$ cat src/rtl/regfile_mp.sv
// Multi-ported architectural register file: two async read ports, one write port, pending scoreboard,
// sequenced post-reset clear. Define REGFILE_ZERO_REG_EN to hardwire entry 0 to zero.
module regfile_mp #(
    parameter int DATA_W = 32,
    parameter int ADDR_W = 5,
    parameter bit BYPASS = 1'b1
) (
    input  logic              clk,
    input  logic              Reset,
    input  logic [ADDR_W-1:0] rd_addr_a,
    input  logic [ADDR_W-1:0] rd_addr_b,
    output logic [DATA_W-1:0] rd_data_a,
    output logic [DATA_W-1:0] rd_data_b,
    output logic              busy_a,
    output logic              busy_b,
    input  logic              wr_en,
    input  logic [ADDR_W-1:0] wr_addr,
    input  logic [DATA_W-1:0] wr_data,
    input  logic              rsv_en,
    input  logic [ADDR_W-1:0] rsv_addr,
    output logic              ready,
    output logic              wr_orphan
);

    localparam int DEPTH = 2 ** ADDR_W;

`ifdef REGFILE_ZERO_REG_EN
    localparam bit ZERO_REG = 1'b1;
`else
    localparam bit ZERO_REG = 1'b0;
`endif

    typedef enum logic {
        ST_CLEAR = 1'b0,
        ST_RUN   = 1'b1
    } state_t;

    state_t                  state_r;
    state_t                  state_nxt_s;
    logic [ADDR_W-1:0]       clr_cnt_r;
    logic [DATA_W-1:0]       mem_r [DEPTH];
    logic [DEPTH-1:0]        pending_r;
    logic                    orphan_r;
    logic                    run_s;
    logic                    wr_acc_s;
    logic                    rsv_acc_s;
    logic [1:0][ADDR_W-1:0]  rd_addr_s;
    logic [1:0][DATA_W-1:0]  rd_data_s;
    logic [1:0]              busy_s;

    function automatic logic is_zero_reg(input logic [ADDR_W-1:0] addr);
        return ZERO_REG && (addr == {ADDR_W{1'b0}});
    endfunction

    assign run_s     = (state_r == ST_RUN);
    assign wr_acc_s  = run_s && wr_en && !is_zero_reg(wr_addr);
    assign rsv_acc_s = run_s && rsv_en && !is_zero_reg(rsv_addr);
    assign rd_addr_s = {rd_addr_b, rd_addr_a};

    // State register and clear counter; the counter parks at its last entry
    always_ff @(posedge clk) begin
        if (!Reset) begin
            state_r   <= ST_CLEAR;
            clr_cnt_r <= {ADDR_W{1'b0}};
        end else begin
            state_r <= state_nxt_s;
            if ((state_r == ST_CLEAR) && (clr_cnt_r != {ADDR_W{1'b1}})) begin
                clr_cnt_r <= clr_cnt_r + 1'b1;
            end
        end
    end

    // Next-state: leave CLEAR once the final entry is being zeroed
    always_comb begin
        state_nxt_s = state_r;
        case (state_r)
            ST_CLEAR: begin
                if (clr_cnt_r == {ADDR_W{1'b1}}) begin
                    state_nxt_s = ST_RUN;
                end else begin
                    state_nxt_s = ST_CLEAR;
                end
            end
            ST_RUN:  state_nxt_s = ST_RUN;
            default: state_nxt_s = ST_CLEAR;
        endcase
    end

    // Storage array: sequential zeroing during CLEAR, writeback port during RUN
    always_ff @(posedge clk) begin
        if (Reset) begin
            if (state_r == ST_CLEAR) begin
                mem_r[clr_cnt_r] <= {DATA_W{1'b0}};
            end else if (wr_acc_s) begin
                mem_r[wr_addr] <= wr_data;
            end
        end
    end

    // Scoreboard and orphan flag; the reserve update comes last so it wins a same-address collision
    always_ff @(posedge clk) begin
        if (!Reset) begin
            pending_r <= {DEPTH{1'b0}};
            orphan_r  <= 1'b0;
        end else begin
            orphan_r <= wr_acc_s && !pending_r[wr_addr];
            if (wr_acc_s) begin
                pending_r[wr_addr] <= 1'b0;
            end
            if (rsv_acc_s) begin
                pending_r[rsv_addr] <= 1'b1;
            end
        end
    end

    // Read ports with optional same-cycle forwarding of the write data
    always_comb begin
        rd_data_s = {2 * DATA_W{1'b0}};
        busy_s    = 2'b00;
        for (int p = 0; p < 2; p++) begin
            if (!run_s || is_zero_reg(rd_addr_s[p])) begin
                rd_data_s[p] = {DATA_W{1'b0}};
                busy_s[p]    = 1'b0;
            end else if (BYPASS && wr_acc_s && (wr_addr == rd_addr_s[p])) begin
                rd_data_s[p] = wr_data;
                busy_s[p]    = rsv_acc_s && (rsv_addr == rd_addr_s[p]);
            end else begin
                rd_data_s[p] = mem_r[rd_addr_s[p]];
                busy_s[p]    = pending_r[rd_addr_s[p]];
            end
        end
    end

    assign rd_data_a = rd_data_s[0];
    assign rd_data_b = rd_data_s[1];
    assign busy_a    = busy_s[0];
    assign busy_b    = busy_s[1];
    assign ready     = run_s;
    assign wr_orphan = orphan_r;

endmodule

$ cat config.mk
export PLATFORM = sky130hd
export DESIGN_NAME = regfile_mp
export DESIGN_NICKNAME = d
export VERILOG_FILES = /design/src/rtl/regfile_mp.sv
export SDC_FILE = /design/constraint.sdc
export NUM_CORES = 1
export LEC_CHECK = 0
export CAP_MARGIN = 20
export CORE_ASPECT_RATIO = 1.4
export CORE_UTILIZATION = 40
export DETAILED_ROUTE_END_ITERATION = 12
export SYNTH_ARGS = -nofsm -noshare
export SYNTH_HDL_FRONTEND = slang
export SYNTH_SLANG_ARGS = --single-unit
$ cat constraint.sdc
create_clock -name clk -period 5.03 [get_ports clk]
set_clock_uncertainty 0.15 [all_clocks]
set_input_delay 1.006 -clock clk [delete_from_list [all_inputs] [get_ports clk]]
set_output_delay 1.006 -clock clk [all_outputs]
set_load 0.05 [all_outputs]
==> run_results.csv, run 1 <==
group,metric,value,unit
status,status,"completed",
global_route,grt_antenna_before_repair,3,
sta,rsz0062_at_grt,"false",
global_route,grt-ovfl-total,0,
clock_tree,cts_hold_buf,0,
routing,first_pass_iters,6,
synthesis,ys_warn_count,0,
worst_setup_path,crit_type,"primary input to output port",
finish,drive_above_1_share,0.246,
global_route,grt_pass1_vias,34500,
placement,gp_congestion,0.845,
floorplan,ioPinCount,124,
finish,nNetsFinal,3469,
clock_tree,post_cts_resize_count,0,
sta,timing.hold.ws,0.361,ns
finish,final_area,61000,um^2
global_route,grt_max_degree,73,
floorplan,placementRows,157,
routing,wl_per_cell,34.8,um
flow_run,max-cap-violations,0,
worst_setup_path,reg2regPathDepth,7,
worst_setup_path,crit_path_max_fanout,7,
worst_setup_path,max_stage_delay,0.66,ns
power_and_ir_drop,power_density,321,nW/um^2
clock_tree,cts_htree_levels,3,
clock_tree,post_cts_buffers,0,
floorplan,core,131000,um^2
worst_setup_path,start_kind,"primary input",
worst_setup_path,cp_top_family,"compound AO/OA/AOI/OAI gates",
synthesis,syn-cell-area,52600,um^2
power_and_ir_drop,sw_frac_of_total,0.230,
synthesis,synth_cell_types,70,
sta,finalSetupViolCount,0,
finish,fin_cells,5247,
sta,fin_crit,5.02,ns
clock_tree,cts_buffer_depth,3,
sta,finalHoldViolations,0,
clock_tree,cts_buffers,104,
routing,routed_wl,182000,um
routing,vias,34400,
synthesis,synth.most_common_cell,"edfxtp_1",
placement,io_buffers,123,
sta,maxSlewHeadroom,0.289,
min_path,hold-path-cell-count,2,
worst_setup_path,crit_buf_inv,3,
clock_tree,cts_num_sinks,1063,
floorplan,dieArea,133000,um^2
synthesis,synth_edf_count,1024,
finish,syn_to_final_growth,15.9,%
floorplan,fp.dieW,309,um
power_and_ir_drop,ir_drop,256,uV
power_and_ir_drop,p_seq_frac,0.492,
clock_tree,path_clk_slew,0.06,ns
sta,clock.fmax,199,MHz
power_and_ir_drop,p_int,15.1,mW
worst_setup_path,worstPathCellList,"clkdlybuf4s50_1 > xnor2_1 > nand3_1 > o41a_1 > nand2_1 > a21oi_1 > a221o_1 > buf_4 > buf_12",
sta,setup_tns,0,ns
worst_setup_path,required,3.87,ns
worst_setup_path,rr_endpoint,"mem_r[7][1]",
min_path,min_path_type,"flop to flop",
synthesis,syn_inst,3215,
worst_setup_path,r2r_slack,1.74,ns
synthesis,async_reset_ff_frac,0,
worst_setup_path,endpoint_kind,"output port",
worst_setup_path,cp.arrival,3.86,ns
routing,drtIter0Drc,4017,
floorplan,dieHeight,431,um
worst_setup_path,worst_path_max_delay_cell,"o41a_1",
placement,hpwl,110000,um
clock_tree,cts_tree,"yes",
synthesis,synthTopCellsByArea,"edfxtp_1 58%, mux4_2 13%, mux2i_1 8.2%",
worst_setup_path,rr_startpoint,"ready",
synthesis,yosys.area.top_type,"edfxtp_1",
global_route,grt_usage,0.273,
synthesis,ys_seq_area_frac,0.599,
synthesis,synth_top_area_frac,0.584,
synthesis,synth.net_count,3273,
clock_tree,clkLatencyLatePin,0.74,ns
synthesis,synth_seq_cells,1063,
power_and_ir_drop,combPwrFrac,0.080,
routing,antenna_left,0,
power_and_ir_drop,p_leak,18.8,nW
sta,worst_pin_slew,1.07,ns
worst_setup_path,cp-endpoint,"rd_data_b[24]",
synthesis,postSynthAreaPerCell,16.4,um^2
routing,post-route-drc-count,0,
synthesis,synth_top_flop_cell,"edfxtp_1",
global_route,grt_pass1_wl,256000,um
routing,viasPerCell,6.56,
floorplan,initial_core_util,0.403,
power_and_ir_drop,p_sw,4.52,mW
power_and_ir_drop,pwr-share-clk,0.428,
placement,dpl_cell_area,57300,um^2
placement,post-place-cells,5053,
worst_setup_path,cp.depth,9,
worst_setup_path,crit_start,"wr_addr[2]",
power_and_ir_drop,p_total,19.6,mW
sta,slew_violations,0,
sta,post-route-period-util,0.997,
clock_tree,clockRootBuffer,"clkbuf_16",
synthesis,yosys-top-cells-count,"1024 x edfxtp_1, 433 x mux2i_1, 295 x mux4_2",
-- metrics by stage --
stage / worst slack [ns] / utilization
5_1_grt: 0.0399 / 0.467
2_1_floorplan: 0.497 / -
6_report: 0.0143 / 0.467
3_5_place_dp: 0.103 / 0.439
4_1_cts: 0.0867 / 0.466
3_3_place_gp: 0.0843 / 0.439
-- placed cells by master, fill, tap and decap left out, types with 20 or more instances in the layout --
cell and count:
o21ai_0 133, dfxtp_1 38, mux4_2 295, o21ai_1 37, a221oi_1 134, buf_4 201
nor3_1 41, clkdlybuf4s50_1 47, clkinv_2 20, nor2_4 36, mux2i_1 433, a22oi_1 23
edfxtp_1 1024, and2_1 36, nand2_1 129, nand3_1 29, mux4_1 37, nor2_1 69
a221o_1 73, a21oi_1 82, clkbuf_16 107, a21boi_0 34, buf_12 110
-- cells by family (layout without fill, tap and decap cells) --
group	count (synthesis)	count (layout)	synth area share
flops	1063	1063	0.599
compound gates	649	649	0.0913
buf+inv	289	570	0.0397
mux	767	767	0.228
simple gates	424	424	0.0381
fa+ha+maj	2	2	0.000476
other cells	0	2	0
xor+xnor	21	21	0.00350
-- power groups by stage --
stage / Clock (mW) / Combinational [mW] / Sequential [mW]
5_1_grt: 8.76 / 1.61 / 9.65
2_1_floorplan: 0 / 0.958 / 9.83
3_3_place_gp: 0 / 1.54 / 9.83
6_report: 8.38 / 1.57 / 9.65
3_5_place_dp: 0 / 1.54 / 9.84
4_1_cts: 8.44 / 1.55 / 9.65
-- tightest hold or removal path, stage by stage, from the launching register on --
cell,delay (ns)
dfxtp_1,0.33
o21ai_0,0.07
a21boi_0,0.07
-- final cells by class --
type,count,area (um^2)
multi-input combinational,1863,19300
inverter,16,65.1
timing repair buffer,363,4270
clock inverter,71,865
antenna,2,5.00
tap,1749,2190
sequential,1063,31500
clock buffer,120,2730
fill,11100,69700
-- layer usage --
layer	vias up	global-route usage	part of all wire
met4	2	0.132	0.052
li1	13800	-	-
met5	-	0.00258	0.00024
met1	18000	0.346	0.36
met3	461	0.0525	0.099
met2	2096	0.449	0.48
-- worst min-delay path by stage --
stage | startpoint | endpoint | slack (ns)
global route | pending_r[9] | pending_r[9] | 0.38
detailed placement | pending_r[9] | pending_r[9] | 0.35
floorplan | pending_r[2] | pending_r[2] | 0.32
global placement | pending_r[14] | pending_r[14] | 0.34
finish | pending_r[20] | pending_r[20] | 0.36
CTS | pending_r[9] | pending_r[9] | 0.36
-- state kept, by name, indices dropped and copies added, names as in the netlist --
signal / flops
wr_orphan: 1
pending_r: 32
ready: 1
mem_r: 1024
clr_cnt_r: 5
(Power assumes the default switching activity.)
==> run 2: changes to the inputs <==
--- a/config.mk
+++ b/config.mk
@@ -6,7 +6,6 @@
 export NUM_CORES = 1
 export LEC_CHECK = 0
 export CAP_MARGIN = 20
-export CORE_ASPECT_RATIO = 1.4
 export CORE_UTILIZATION = 40
 export DETAILED_ROUTE_END_ITERATION = 12
 export SYNTH_ARGS = -nofsm -noshare
==> constraint.sdc (replaced) <==
create_clock -name clk -period 5.03 [get_ports clk]
set_clock_uncertainty 0.15 [all_clocks]
set_input_delay 1.2575 -clock clk [delete_from_list [all_inputs] [get_ports clk]]
set_output_delay 1.2575 -clock clk [all_outputs]
set_load 0.05 [all_outputs]
==> run_results.csv, run 2 (synthesis gave the netlist of run 1 again) <==
group,metric,value,unit
finish,largest_reg_flops,1024,
worst_setup_path,endpoint_kind,"output port",
worst_setup_path,worstPathCellList,"buf_4 > and2_2 > buf_12 > a221oi_1 > nor3_1 > o32a_1 > o21ai_1 > buf_4",
sta,maxSlewHeadroom,0.297,
routing,vias,34800,
floorplan,placementRows,132,
routing,viasPerCell,6.50,
worst_setup_path,cp.arrival,3.58,ns
flow_run,max-cap-violations,0,
placement,gp_congestion,0.843,
clock_tree,cts_num_sinks,1063,
worst_setup_path,r2r_slack,1.66,ns
routing,post-route-drc-count,0,
routing,wl_per_cell,34.2,um
finish,top_regs,"mem_r: 1024 flops, pending_r: 32 flops, clr_cnt_r: 5 flops",
routing,antenna_left,0,
min_path,hold-path-cell-count,2,
floorplan,fp.dieW,365,um
sta,rsz0062_at_grt,"false",
sta,finalSetupViolCount,0,
sta,worst_pin_slew,1.05,ns
worst_setup_path,worst_path_max_delay_cell,"a221oi_1",
clock_tree,cts_htree_levels,3,
min_path,hold_path_end,"pending_r[8]",
finish,regMostFlops,"mem_r",
finish,drive_above_1_share,0.270,
clock_tree,cts_buffer_depth,3,
floorplan,initial_core_util,0.405,
finish,final_cell_mix,"1024 x edfxtp_1, 433 x mux2i_1, 300 x buf_4, 295 x mux4_2, 130 x a221oi_1",
routing,first_pass_iters,5,
global_route,grt_pass1_vias,34600,
sta,timing.hold.ws,0.365,ns
worst_setup_path,cp_common_cell,"buf_4",
worst_setup_path,required,3.62,ns
routing,routed_wl,183000,um
worst_setup_path,reg2regPathDepth,7,
finish,nNetsFinal,3579,
floorplan,core,130000,um^2
sta,slew_violations,0,
min_path,min_from,"pending_r[8]",
finish,layout_commonest_cell,"edfxtp_1",
sta,clock.fmax,201,MHz
floorplan,dieHeight,365,um
finish,fin_cells,5355,
clock_tree,clkLatencyLatePin,0.69,ns
power_and_ir_drop,ir_drop,302,uV
sta,post-route-period-util,0.991,
sta,fin_crit,4.99,ns
routing,drtIter0Drc,4364,
floorplan,ioPinCount,124,
placement,io_buffers,123,
worst_setup_path,crit_type,"primary input to output port",
global_route,grt_pass1_wl,257000,um
min_path,min_path_type,"flop to flop",
worst_setup_path,rr_endpoint,"mem_r[5][3]",
placement,post-place-cells,5143,
clock_tree,clockRootBuffer,"clkbuf_16",
placement,hpwl,112000,um
clock_tree,cts_buffers,111,
worst_setup_path,rr_startpoint,"ready",
worst_setup_path,cp_top_family,"compound AO/OA/AOI/OAI gates",
worst_setup_path,crit_buf_inv,3,
worst_setup_path,crit_path_max_fanout,14,
global_route,grt_usage,0.273,
power_and_ir_drop,p_leak,19.5,nW
worst_setup_path,max_stage_delay,0.45,ns
global_route,grt_max_degree,43,
worst_setup_path,start_kind,"primary input",
global_route,grt-ovfl-total,0,
global_route,grt_antenna_before_repair,2,
sta,finalHoldViolations,0,
status,status,"completed",
floorplan,dieArea,133000,um^2
clock_tree,cts_tree,"yes",
clock_tree,path_clk_slew,0.06,ns
finish,syn_to_final_growth,17.6,%
power_and_ir_drop,power_density,318,nW/um^2
run 2: cell count changes in the layout (fill, tap and decap cells not counted), moves of 3 or more:
cell / delta
a221oi_1: -4
a221oi_2: +4
buf_12: +3
buf_4: +99
bufinv_16: -4
clkbuf_1: +10
clkbuf_16: +6
clkdlybuf4s50_1: -5
clkinv_2: +6
clkinv_4: -3
dlymetal6s2s_1: +3
o21ai_0: -4
o21ai_1: +4
run 2: layout make-up:
| type | instances | area (um^2) |
|---|---|---|
| clock buffers | 136 | 2900 |
| clock inverters | 68 | 754 |
| well taps | 1742 | 2180 |
| multi-input cells | 1863 | 19400 |
| inverters | 16 | 65.1 |
| diodes | 1 | 2.50 |
| flip-flops and latches | 1063 | 31500 |
| fillers | 11000 | 68100 |
| repair buffers | 466 | 5100 |
run 2: power by group:
part	internal [mW]	total, mW	leakage (nW)	switching [mW]
registers	9.62	9.65	8.26	0.0266
clock network	4.86	8.41	1.78	3.54
logic	0.660	1.64	9.44	0.980
total	15.1	19.7	19.5	4.55
run 2: timing repair:
item                                    CTS  global route
hold buffers                              0             0
hold endpoints to repair                  0             0
cloned                                    0             1
resized for setup                         4            14
endpoints found under the setup margin   22            27
pin swaps                                 0             2
buffers inserted                          0             6
run 2: worst max-delay path by stage:
stage                    endpoint  depth (start not counted)         start  slack, ns
floorplan            rd_data_b[0]                          8  rd_addr_b[2]       0.04
global placement    rd_data_b[29]                          9  rd_addr_b[0]      -0.17
detailed placement  rd_data_b[29]                          9  rd_addr_b[0]      -0.12
CTS                 rd_data_b[28]                          9    wr_addr[0]       0.02
global route        rd_data_a[14]                         11  rd_addr_a[0]       0.02
finish               rd_data_a[8]                          8  rd_addr_a[2]       0.04
run 2: metal layers:
metal  wire length, um  vias up  track usage
met3             18300      433       0.0476
met5                13        -            0
met1             70300    18200        0.365
li1                  -    14100            -
met2             84900     2042        0.434
met4              9600        2        0.131
run 2: worst register-to-register path, delay by kind of cell (launching register included):
family,cells,cell delay (ns)
flops,1,0.61
simple gates,3,0.98
compound gates,1,0.13
buf+inv,3,1.10
run 2: through the flow:
step                worst slack (ns)  setup TNS [ns]  utilization  instance area, um^2  power, mW
floorplan                     0.0402               0            -                52600       10.8
global placement              -0.169           -1.50        0.447                58100       11.5
detailed placement            -0.123          -0.980        0.447                58100       11.4
CTS                           0.0160               0        0.475                61700       19.7
global route                  0.0168               0        0.476                61900       20.1
finish                        0.0438               0        0.476                61900       19.7
